===== config.mk =====
export PLATFORM = sky130hd
export DESIGN_NAME = ballot_controller_flat
export DESIGN_NICKNAME = d
export VERILOG_FILES = /design/src/rtl/evm_pkg.sv /design/src/rtl/ballot_controller_if.sv /design/src/rtl/onehot_encoder.sv /design/src/rtl/ballot_controller.sv /design/src/flat_wrapper.sv
export SDC_FILE = /design/constraint.sdc
export NUM_CORES = 1
export LEC_CHECK = 0
export ABC_AREA = 1
export CORE_ASPECT_RATIO = 0.9
export CORE_MARGIN = 4
export CORE_UTILIZATION = 37
export DETAILED_ROUTE_END_ITERATION = 8
export GPL_ROUTABILITY_DRIVEN = 0
export MAX_ROUTING_LAYER = met4
export PLACE_DENSITY = 0.56
export SLEW_MARGIN = 30
export SYNTH_ARGS = -nofsm -noshare
export SYNTH_HDL_FRONTEND = slang
export SYNTH_HIERARCHICAL = 1
export SYNTH_SLANG_ARGS = --single-unit

===== constraint.sdc =====
create_clock -name clock -period 1.7 [get_ports clock]
set_input_delay 0.34 -clock clock [delete_from_list [all_inputs] [get_ports clock]]
set_output_delay 0.34 -clock clock [all_outputs]
set_load 0.01 [all_outputs]

===== src/rtl/evm_pkg.sv =====
// rtl/evm_pkg.sv - shared states and widths for the EVM ballot controller
package evm_pkg;

  typedef enum logic [2:0] {
    IDLE   = 3'd0,
    ARMED  = 3'd1,
    COMMIT = 3'd2,
    BEEP   = 3'd3,
    CLOSED = 3'd4
  } state_t;

  localparam int VOTE_CNT_W = 16;

endpackage


===== src/rtl/ballot_controller_if.sv =====
// rtl/ballot_controller_if.sv - vote commit handshake between controller and tally
interface ballot_controller_if #(
  parameter int N_CAND = 4
) ();

  localparam int IDX_W = $clog2(N_CAND);

  logic             vote_valid;
  logic [IDX_W-1:0] vote_idx;
  logic             vote_ready;

  modport master (output vote_valid, output vote_idx, input vote_ready);
  modport slave  (input vote_valid, input vote_idx, output vote_ready);

endinterface


===== src/rtl/onehot_encoder.sv =====
// rtl/onehot_encoder.sv - flags exactly-one-bit-set and returns that bit's index
module onehot_encoder #(
  parameter int N = 4,
  parameter int W = $clog2(N)
) (
  input  logic [N-1:0] bits,
  output logic         one,
  output logic [W-1:0] idx
);

  // Clearing the lowest set bit leaves zero only when a single bit was set.
  assign one = (bits != '0) && ((bits & (bits - N'(1))) == '0);

  // Index of the set bit; only meaningful when one is high.
  always_comb begin
    idx = '0;
    for (int i = 0; i < N; i++) begin
      if (bits[i]) idx = W'(i);
    end
  end

endmodule


===== src/rtl/ballot_controller.sv =====
// rtl/ballot_controller.sv - one-voter-one-vote sequencer for the EVM
module ballot_controller
  import evm_pkg::*;
#(
  parameter int N_CAND         = 4,
  parameter int BEEP_CYCLES    = 8,
  parameter int TIMEOUT_CYCLES = 1000
) (
  input  logic                  clock,
  input  logic                  Reset,
  input  logic                  ballot_pulse,
  input  logic                  close_poll,
  input  logic [N_CAND-1:0]     cand_pulse,
  ballot_controller_if.master   vote,
  output logic                  ready_led,
  output logic                  beep,
  output logic                  timeout_flag,
  output logic                  poll_closed,
  output logic [VOTE_CNT_W-1:0] votes_cast
);

  localparam int IW = $clog2(N_CAND);
  localparam int TW = $clog2(TIMEOUT_CYCLES);
  localparam int BW = $clog2(BEEP_CYCLES + 1);
  localparam logic [TW-1:0] TIMER_LAST = TW'(TIMEOUT_CYCLES - 1);
  localparam logic [BW-1:0] BEEP_LAST  = BW'(BEEP_CYCLES - 1);

  state_t                  state, state_next;
  logic [TW-1:0]           timer;
  logic [BW-1:0]           beep_cnt;
  logic [IW-1:0]           idx_q;
  logic                    tflag_q;
  logic [VOTE_CNT_W-1:0]   vote_cnt;
  logic                    press_one;
  logic [IW-1:0]           press_idx;
  logic                    expire;
  logic                    accept;

  onehot_encoder #(.N(N_CAND), .W(IW)) u_enc (
    .bits (cand_pulse),
    .one  (press_one),
    .idx  (press_idx)
  );

  // A valid press on the terminal timer cycle wins, so expiry excludes it.
  assign expire = (state == ARMED) && !press_one && (timer == TIMER_LAST);
  assign accept = (state == COMMIT) && vote.vote_ready;

  // Next-state decode; close wins over ballot in IDLE.
  always_comb begin
    state_next = state;
    case (state)
      IDLE: begin
        if (close_poll)        state_next = CLOSED;
        else if (ballot_pulse) state_next = ARMED;
      end
      ARMED: begin
        if (press_one)   state_next = COMMIT;
        else if (expire) state_next = IDLE;
      end
      COMMIT: if (vote.vote_ready) state_next = BEEP;
      BEEP:   if (beep_cnt == BEEP_LAST) state_next = IDLE;
      CLOSED: state_next = CLOSED;
      default: state_next = IDLE;
    endcase
  end

  // State register.
  always_ff @(posedge clock or negedge Reset) begin
    if (!Reset) state <= IDLE;
    else        state <= state_next;
  end

  // Ballot timer: held at zero outside ARMED so every arming starts fresh.
  always_ff @(posedge clock or negedge Reset) begin
    if (!Reset)                   timer <= '0;
    else if (state != ARMED)      timer <= '0;
    else if (timer != TIMER_LAST) timer <= timer + TW'(1);
  end

  // Beep counter: zero on entry to BEEP, counts the held cycles.
  always_ff @(posedge clock or negedge Reset) begin
    if (!Reset)                     beep_cnt <= '0;
    else if (state != BEEP)         beep_cnt <= '0;
    else if (beep_cnt != BEEP_LAST) beep_cnt <= beep_cnt + BW'(1);
  end

  // Latch the pressed candidate; held stable through COMMIT.
  always_ff @(posedge clock or negedge Reset) begin
    if (!Reset)                          idx_q <= '0;
    else if (state == ARMED && press_one) idx_q <= press_idx;
  end

  // One-cycle expiry pulse.
  always_ff @(posedge clock or negedge Reset) begin
    if (!Reset) tflag_q <= 1'b0;
    else        tflag_q <= expire;
  end

  // Saturating committed-vote counter, stepped only on an accepted commit.
  always_ff @(posedge clock or negedge Reset) begin
    if (!Reset)                        vote_cnt <= '0;
    else if (accept && vote_cnt != '1) vote_cnt <= vote_cnt + VOTE_CNT_W'(1);
  end

  assign ready_led       = (state == ARMED);
  assign vote.vote_valid = (state == COMMIT);
  assign vote.vote_idx   = idx_q;
  assign beep            = (state == BEEP);
  assign poll_closed     = (state == CLOSED);
  assign timeout_flag    = tflag_q;
  assign votes_cast      = vote_cnt;

endmodule


===== src/flat_wrapper.sv =====
// flat-port wrapper written by rule: the top's interface ports become plain ports
module ballot_controller_flat import evm_pkg::*;
#(
  parameter int N_CAND         = 4,
  parameter int BEEP_CYCLES    = 8,
  parameter int TIMEOUT_CYCLES = 1000
)
  (clock, Reset, ballot_pulse, close_poll, cand_pulse, ready_led, beep, timeout_flag, poll_closed, votes_cast, vote_vote_valid, vote_vote_idx, vote_vote_ready);
  ballot_controller_if #(.N_CAND(N_CAND)) vote_i ();
  input  logic clock;
  input  logic Reset;
  input  logic ballot_pulse;
  input  logic close_poll;
  input  logic [N_CAND-1:0] cand_pulse;
  output logic ready_led;
  output logic beep;
  output logic timeout_flag;
  output logic poll_closed;
  output logic [VOTE_CNT_W-1:0] votes_cast;
  output wire logic [$bits(vote_i.vote_valid)-1:0] vote_vote_valid;
  output wire logic [$bits(vote_i.vote_idx)-1:0] vote_vote_idx;
  input wire logic [$bits(vote_i.vote_ready)-1:0] vote_vote_ready;
  assign vote_vote_valid = vote_i.vote_valid;
  assign vote_vote_idx = vote_i.vote_idx;
  assign vote_i.vote_ready = vote_vote_ready;
  ballot_controller #(.N_CAND(N_CAND), .BEEP_CYCLES(BEEP_CYCLES), .TIMEOUT_CYCLES(TIMEOUT_CYCLES)) u_core (.clock(clock), .Reset(Reset), .ballot_pulse(ballot_pulse), .close_poll(close_poll), .cand_pulse(cand_pulse), .vote(vote_i), .ready_led(ready_led), .beep(beep), .timeout_flag(timeout_flag), .poll_closed(poll_closed), .votes_cast(votes_cast));
endmodule

==> flow_summary.toml, run 1 <==
[power]
p_int_w = 0.00182
swShare_pct = 33.1
clkPwrFrac_pct = 24.7
vdd_drop_max_v = 0.000781
p_switching_w = 0.000899
p_leak_nw = 1.35
power_density_nw_per_um2 = 990
sequentialPowerShare_pct = 43.2
combPwrFrac_pct = 32.0

[yosys]
synth_seq_cells = 36
syn_avg_cell_area_um2 = 7.49
synthCells = 288
synth-async-reset-ratio_pct = 100
synth_ff_type = "dfrtp_1"
synth_edf_count = 0
yosysMostFrequentCell = "nand2_1"
yosysTopAreaCellShare_pct = 41.8
ys_top_cells_by_area = "dfrtp_1 (42%), nand2_1 (15%), nor2_1 (6.4%)"
synth_fp_nets = 300
yosys_warnings = 6
synth_area_um2 = 2160
synth_largest_area_cell = "dfrtp_1"
yosysSeqAreaShare_pct = 41.8
synthDistinctLibCells = 26
synthTopCellsByCount = "nand2_1 (87), nor2_1 (37), dfrtp_1 (36)"

[drt]
ant_nets = 0
via_per_inst = 4.75
vias = 1942
drc = 0
drt-wirelength-per-cell_um = 11.6
initialDrtViolationCount = 92
routed_wl_mm = 4.73
first_pass_iters = 4

[floorplanning]
rows = 26
dieHeight_um = 80.4
start_util_pct = 38.1
io_pins = 32
die_w_um = 88.5
dieArea_um2 = 7110
core_um2 = 5660

[clocking]
cts.root.buffer_cell = "clkbuf_8"
numClockSinks = 36
numCtsBuffers = 5
clk_latency_ns = 0.29
htreeDepth = 2
cts_tree = "yes"
holdBufCountCts = 0
clkTransAtPathRegs_ns = 0.08
clk_path_buf_depth = 2

[critical_path]
cp.arrival_ns = 1.30
crit_chain = "clkdlybuf4s50_1"
cp_num_buf_inv = 1
cpPeakStageDelay_ns = 0.57
cp_top_family = "buffers and inverters"
worstPathRequired_ns = 1.36
crit_type = "register to output port"
crit_slowest_cell = "clkdlybuf4s50_1"
end_kind = "output port"
crit_fanout = 5
crit_path_start_kind = "register"

[grt]
grt_max_degree = 26
gr-usage-all-layers_pct = 15.6
grt_first_pass_wirelength_mm = 8.42
antenna_found_initial = 0
overflow = 0
first_global_vias = 1816

[placed_design]
port_buffers = 31
dp_hpwl_mm = 3.54
dp_cells = 398

[sta]
fin_setup_tns_ns = 0
hold_viol_final = 0
holdWs_ns = 0.0486
finalSetupViolations = 0
worstMarginPinSlew_ns = 0.583
clock_skew_ns = 0.0102
slew_viol_final = 0
fmax_mhz = 610
layout_worst_path_cycle_share_pct = 96.5
slew_headroom_pct = 61.1
period_needed_ns = 1.64

[finish]
diodes = 0
final_cells = 409
layout.nets = 351
synthToLayoutAreaGrowth_pct = 27.2
post-route-util_pct = 48.5
final_layout_size_suffix_gt1_share_pct = 18.6

[run_status]
status = "completed"

[run]
drv_cap = 0

[min_path]
hold_path.class = "input pin to asynchronous set/reset pin"
sequential cells by signal, summed over array words and instances, names as in the netlist:
signal	count
u_core/timeout_flag	1
u_core/vote.vote_idx	2
u_core/beep_cnt	4
u_core/state	3
u_core/timer	10
u_core/votes_cast	16
routing by layer:
metal | track usage [%] | part of all wire (%) | routed length (um)
met1 | 20.7 | 49 | 2330
met4 | 5.29 | 0.82 | 39
met2 | 24.1 | 46 | 2190
met3 | 2.77 | 3.8 | 180
met5 | - | 0 | 0
cells in the final DEF (no fill, tap or decap), types with 2 or more instances in the layout:
master and n:
clkdlybuf4s50_1 25, dfrtp_2 8, dfrtp_1 28, o21ai_2 6, ha_1 3, dlygate4sd2_1 2
a21oi_1 5, xor2_1 10, nand2_4 3, clkbuf_2 2, clkbuf_8 7, inv_2 4
nand4_1 7, nor2_2 4, nor3_1 2, nand2_1 87, nand3_1 27, nand2_2 7
inv_1 30, buf_4 17, o21ai_0 9, nor2_1 36
kinds of logic after synthesis:
| logic type | synth area share, % |
|---|---|
| buf+inv | 7.72 |
| flops | 41.8 |
| compound gates | 6.85 |
| fa+ha+maj | 1.74 |
| simple gates | 37.8 |
| xor+xnor | 4.06 |
power by group through the flow:
| stage | Clock [W] | Sequential (W) | Combinational [W] |
|---|---|---|---|
| after floorplan | 0 | 0.00122 | 0.000384 |
| after global placement | 0 | 0.00117 | 0.000854 |
| after detailed placement | 0 | 0.00118 | 0.000870 |
| after CTS | 0.000691 | 0.00117 | 0.000871 |
| after global routing | 0.000740 | 0.00121 | 0.000973 |
| final | 0.000671 | 0.00117 | 0.000870 |
final timing paths:
| kind | slack [ns] | end | from | cells past startpoint |
|---|---|---|---|---|
| min | 0.05 | u_core/votes_cast[13]$_DFFE_PN0P_ | Reset | 1 |
| max in group asynchronous | 1.08 | u_core/votes_cast[11]$_DFFE_PN0P_ | Reset | 2 |
| max | 0.06 | votes_cast[5] | u_core/votes_cast[5]$_DFFE_PN0P_ | 1 |
| min in group clock | 0.48 | u_core/vote.vote_idx[0]$_DFFE_PN0P_ | u_core/vote.vote_idx[0]$_DFFE_PN0P_ | 2 |
| max reg2reg | 0.14 | u_core/state[1]$_DFFE_PN0P_ | u_core/state[1]$_DFFE_PN0P_ | 8 |
| min reg2reg | 0.48 | u_core/vote.vote_idx[0]$_DFFE_PN0P_ | u_core/vote.vote_idx[0]$_DFFE_PN0P_ | 2 |
final cells by class:
type                    instances  area [um2]
flip-flops and latches         36         911
clock buffers                   7        96.3
repair buffers                 48         423
well taps                      70        87.6
multi-input cells             214        1100
inverters                      34         128
fillers                       585        2920
stage by stage:
stage               power [W]  setup slack, ns  instance area (um2)
floorplan             0.00160            0.216                 2160
global placement      0.00203           0.0322                 2610
detailed placement    0.00205          -0.0134                 2610
CTS                   0.00273          0.00506                 2720
global route          0.00292         -0.00141                 2740
finish                0.00271           0.0601                 2740
what timing repair did:
action	in CTS	in global routing
setup endpoints to repair	4	11
pin swaps	0	1
buffers inserted	2	2
resized for setup	7	12
No activity file was read; power rests on OpenSTA's default activity.
==> run 2: changes to the inputs <==
PLACE_DENSITY = 0.6   (was 0.56)
==> run 2 against run 1 <==
  * Sequential power about the same
  * Core utilization is 0.24 points higher
  * Design area up 0.50%
  * Clock skew fell by 0.0018 ns
  * Total power down 3.7%
  * Maximum frequency is 0.16% higher
  * Global-route usage down 0.44 points
  * Largest cell class unchanged
  * Largest power group unchanged
  * Highest routed layer unchanged
==> flow_summary.toml, run 2 (synthesis gave the netlist of run 1 again) <==
[clocking]
cts.root.buffer_cell = "clkbuf_8"
clk_latency_ns = 0.29
cts_tree = "yes"
numClockSinks = 36
clkTransAtPathRegs_ns = 0.08
numCtsBuffers = 5
htreeDepth = 2
clk_path_buf_depth = 2

[floorplanning]
rows = 26
start_util_pct = 38.1
core_um2 = 5660
io_pins = 32
dieArea_um2 = 7110
dieHeight_um = 80.4
die_w_um = 88.5

[drt]
first_pass_iters = 5
wl_met3_um = 159
via_per_inst = 4.76
drt-wirelength-per-cell_um = 11.5
drc = 0
vias = 1950
routed_wl_mm = 4.72
route.met2.wl_mm = 2.24
routed.top_layer = "met4"
initialDrtViolationCount = 88
wl_met1_mm = 2.27
ant_nets = 0

[placed_design]
dp_hpwl_mm = 3.45
port_buffers = 31
dp_slack_ns = -0.152

[grt]
grt_first_pass_wirelength_mm = 8.24
grt_max_degree = 37
antenna_found_initial = 0
gr-usage-all-layers_pct = 15.2
overflow = 0
first_global_vias = 1932

[sta]
fin_setup_tns_ns = 0
finalSetupViolations = 0
period_needed_ns = 1.64
hold_viol_final = 0
slew_viol_final = 0
fmax_mhz = 611
slew_headroom_pct = 68.8
layout_worst_path_cycle_share_pct = 96.3
clock_skew_ns = 0.00836
setup_slack_ns = 0.0626
worstMarginPinSlew_ns = 0.469

[critical_path]
crit_fanout = 6
worstPathRequired_ns = 1.36
crit_slowest_cell = "clkdlybuf4s50_1"
crit_type = "register to output port"
cpPeakStageDelay_ns = 0.57
cp.arrival_ns = 1.30
cp_num_buf_inv = 1
end_kind = "output port"
worstSetupStartpoint = "u_core/votes_cast[14]$_DFFE_PN0P_"
r2r-start = "u_core/timer[1]$_DFFE_PN0P_"
crit_chain = "clkdlybuf4s50_1"
cp_top_family = "buffers and inverters"
r2r_setup_slack_ns = 0.18
crit_path_start_kind = "register"

[power]
power_density_nw_per_um2 = 949
vdd_drop_max_v = 0.000591
p_leak_nw = 1.35
total_power_w = 0.00261

[run]
drv_cap = 0

[finish]
final_common_cell = "nand2_1"
post-route-util_pct = 48.7
num-fill-cells = 581
synthToLayoutAreaGrowth_pct = 27.9
layout.nets = 352
register_area_um2 = 908
final_cell_mix = "nand2_1 (87), nor2_1 (36), inv_1 (30), dfrtp_1 (30), nand3_1 (27)"
diodes = 0
final_layout_size_suffix_gt1_share_pct = 17.9
multi_input_area_um2 = 1100
largest_reg_flops = 16

[min_path]
hold_path.class = "input pin to asynchronous set/reset pin"

[run_status]
status = "completed"
## run 2: changes by cell type in the layout (fill, tap and decap cells not counted), sizes merged
cell           delta
dlygate4sd2       -1
clkdlybuf4s50     +1
buf               +2
clkdlybuf4s15     +1
clkinv            +1
dlymetal6s2s      -1
clkbuf            -2
## run 2: timing repair
action	4_1_cts	5_1_grt
pin swaps	0	2
setup endpoints to repair	4	10
setup buffers	2	4
resized for setup	9	10
hold buffers	0	0
## run 2: area by class of cell
| cell class | instances | area share [%] |
|---|---|---|
| multi-input cells | 214 | 39.8 |
| flip-flops and latches | 36 | 33.0 |
| repair buffers | 49 | 16.6 |
| inverters | 34 | 4.63 |
| well taps | 70 | 3.18 |
| clock buffers | 6 | 2.63 |
| clock inverters | 1 | 0.182 |
## run 2: stage by stage
step,cells,area [um2],hold WS (ns)
2_1_floorplan,288,2160,0.0444
3_3_place_gp,397,2630,0.421
3_5_place_dp,397,2630,0.420
4_1_cts,406,2730,0.106
5_1_grt,410,2760,0.124
6_report,410,2760,0.0918
## run 2: per-layer routing
metal  track usage [%]  up-vias
met5                 -        -
met4              5.14        0
met3              3.18        4
met2              25.5       32
met1              18.0      898
li1                  -     1016
## run 2: power by group
part	switching [W]	internal, W	leakage [nW]
clock network	0.000300	0.000279	0.0410
logic	0.000430	0.000449	0.834
registers	0.000152	0.00101	0.472
## run 2: worst paths after layout
check / endpoint / cells past startpoint
min reg2reg: u_core/vote.vote_idx[0]$_DFFE_PN0P_ / 2
min: u_core/votes_cast[8]$_DFFE_PN0P_ / 2
max in group asynchronous: u_core/votes_cast[6]$_DFFE_PN0P_ / 2
max reg2reg: u_core/timer[3]$_DFFE_PN0P_ / 9
min in group clock: u_core/vote.vote_idx[0]$_DFFE_PN0P_ / 2
max: votes_cast[14] / 1
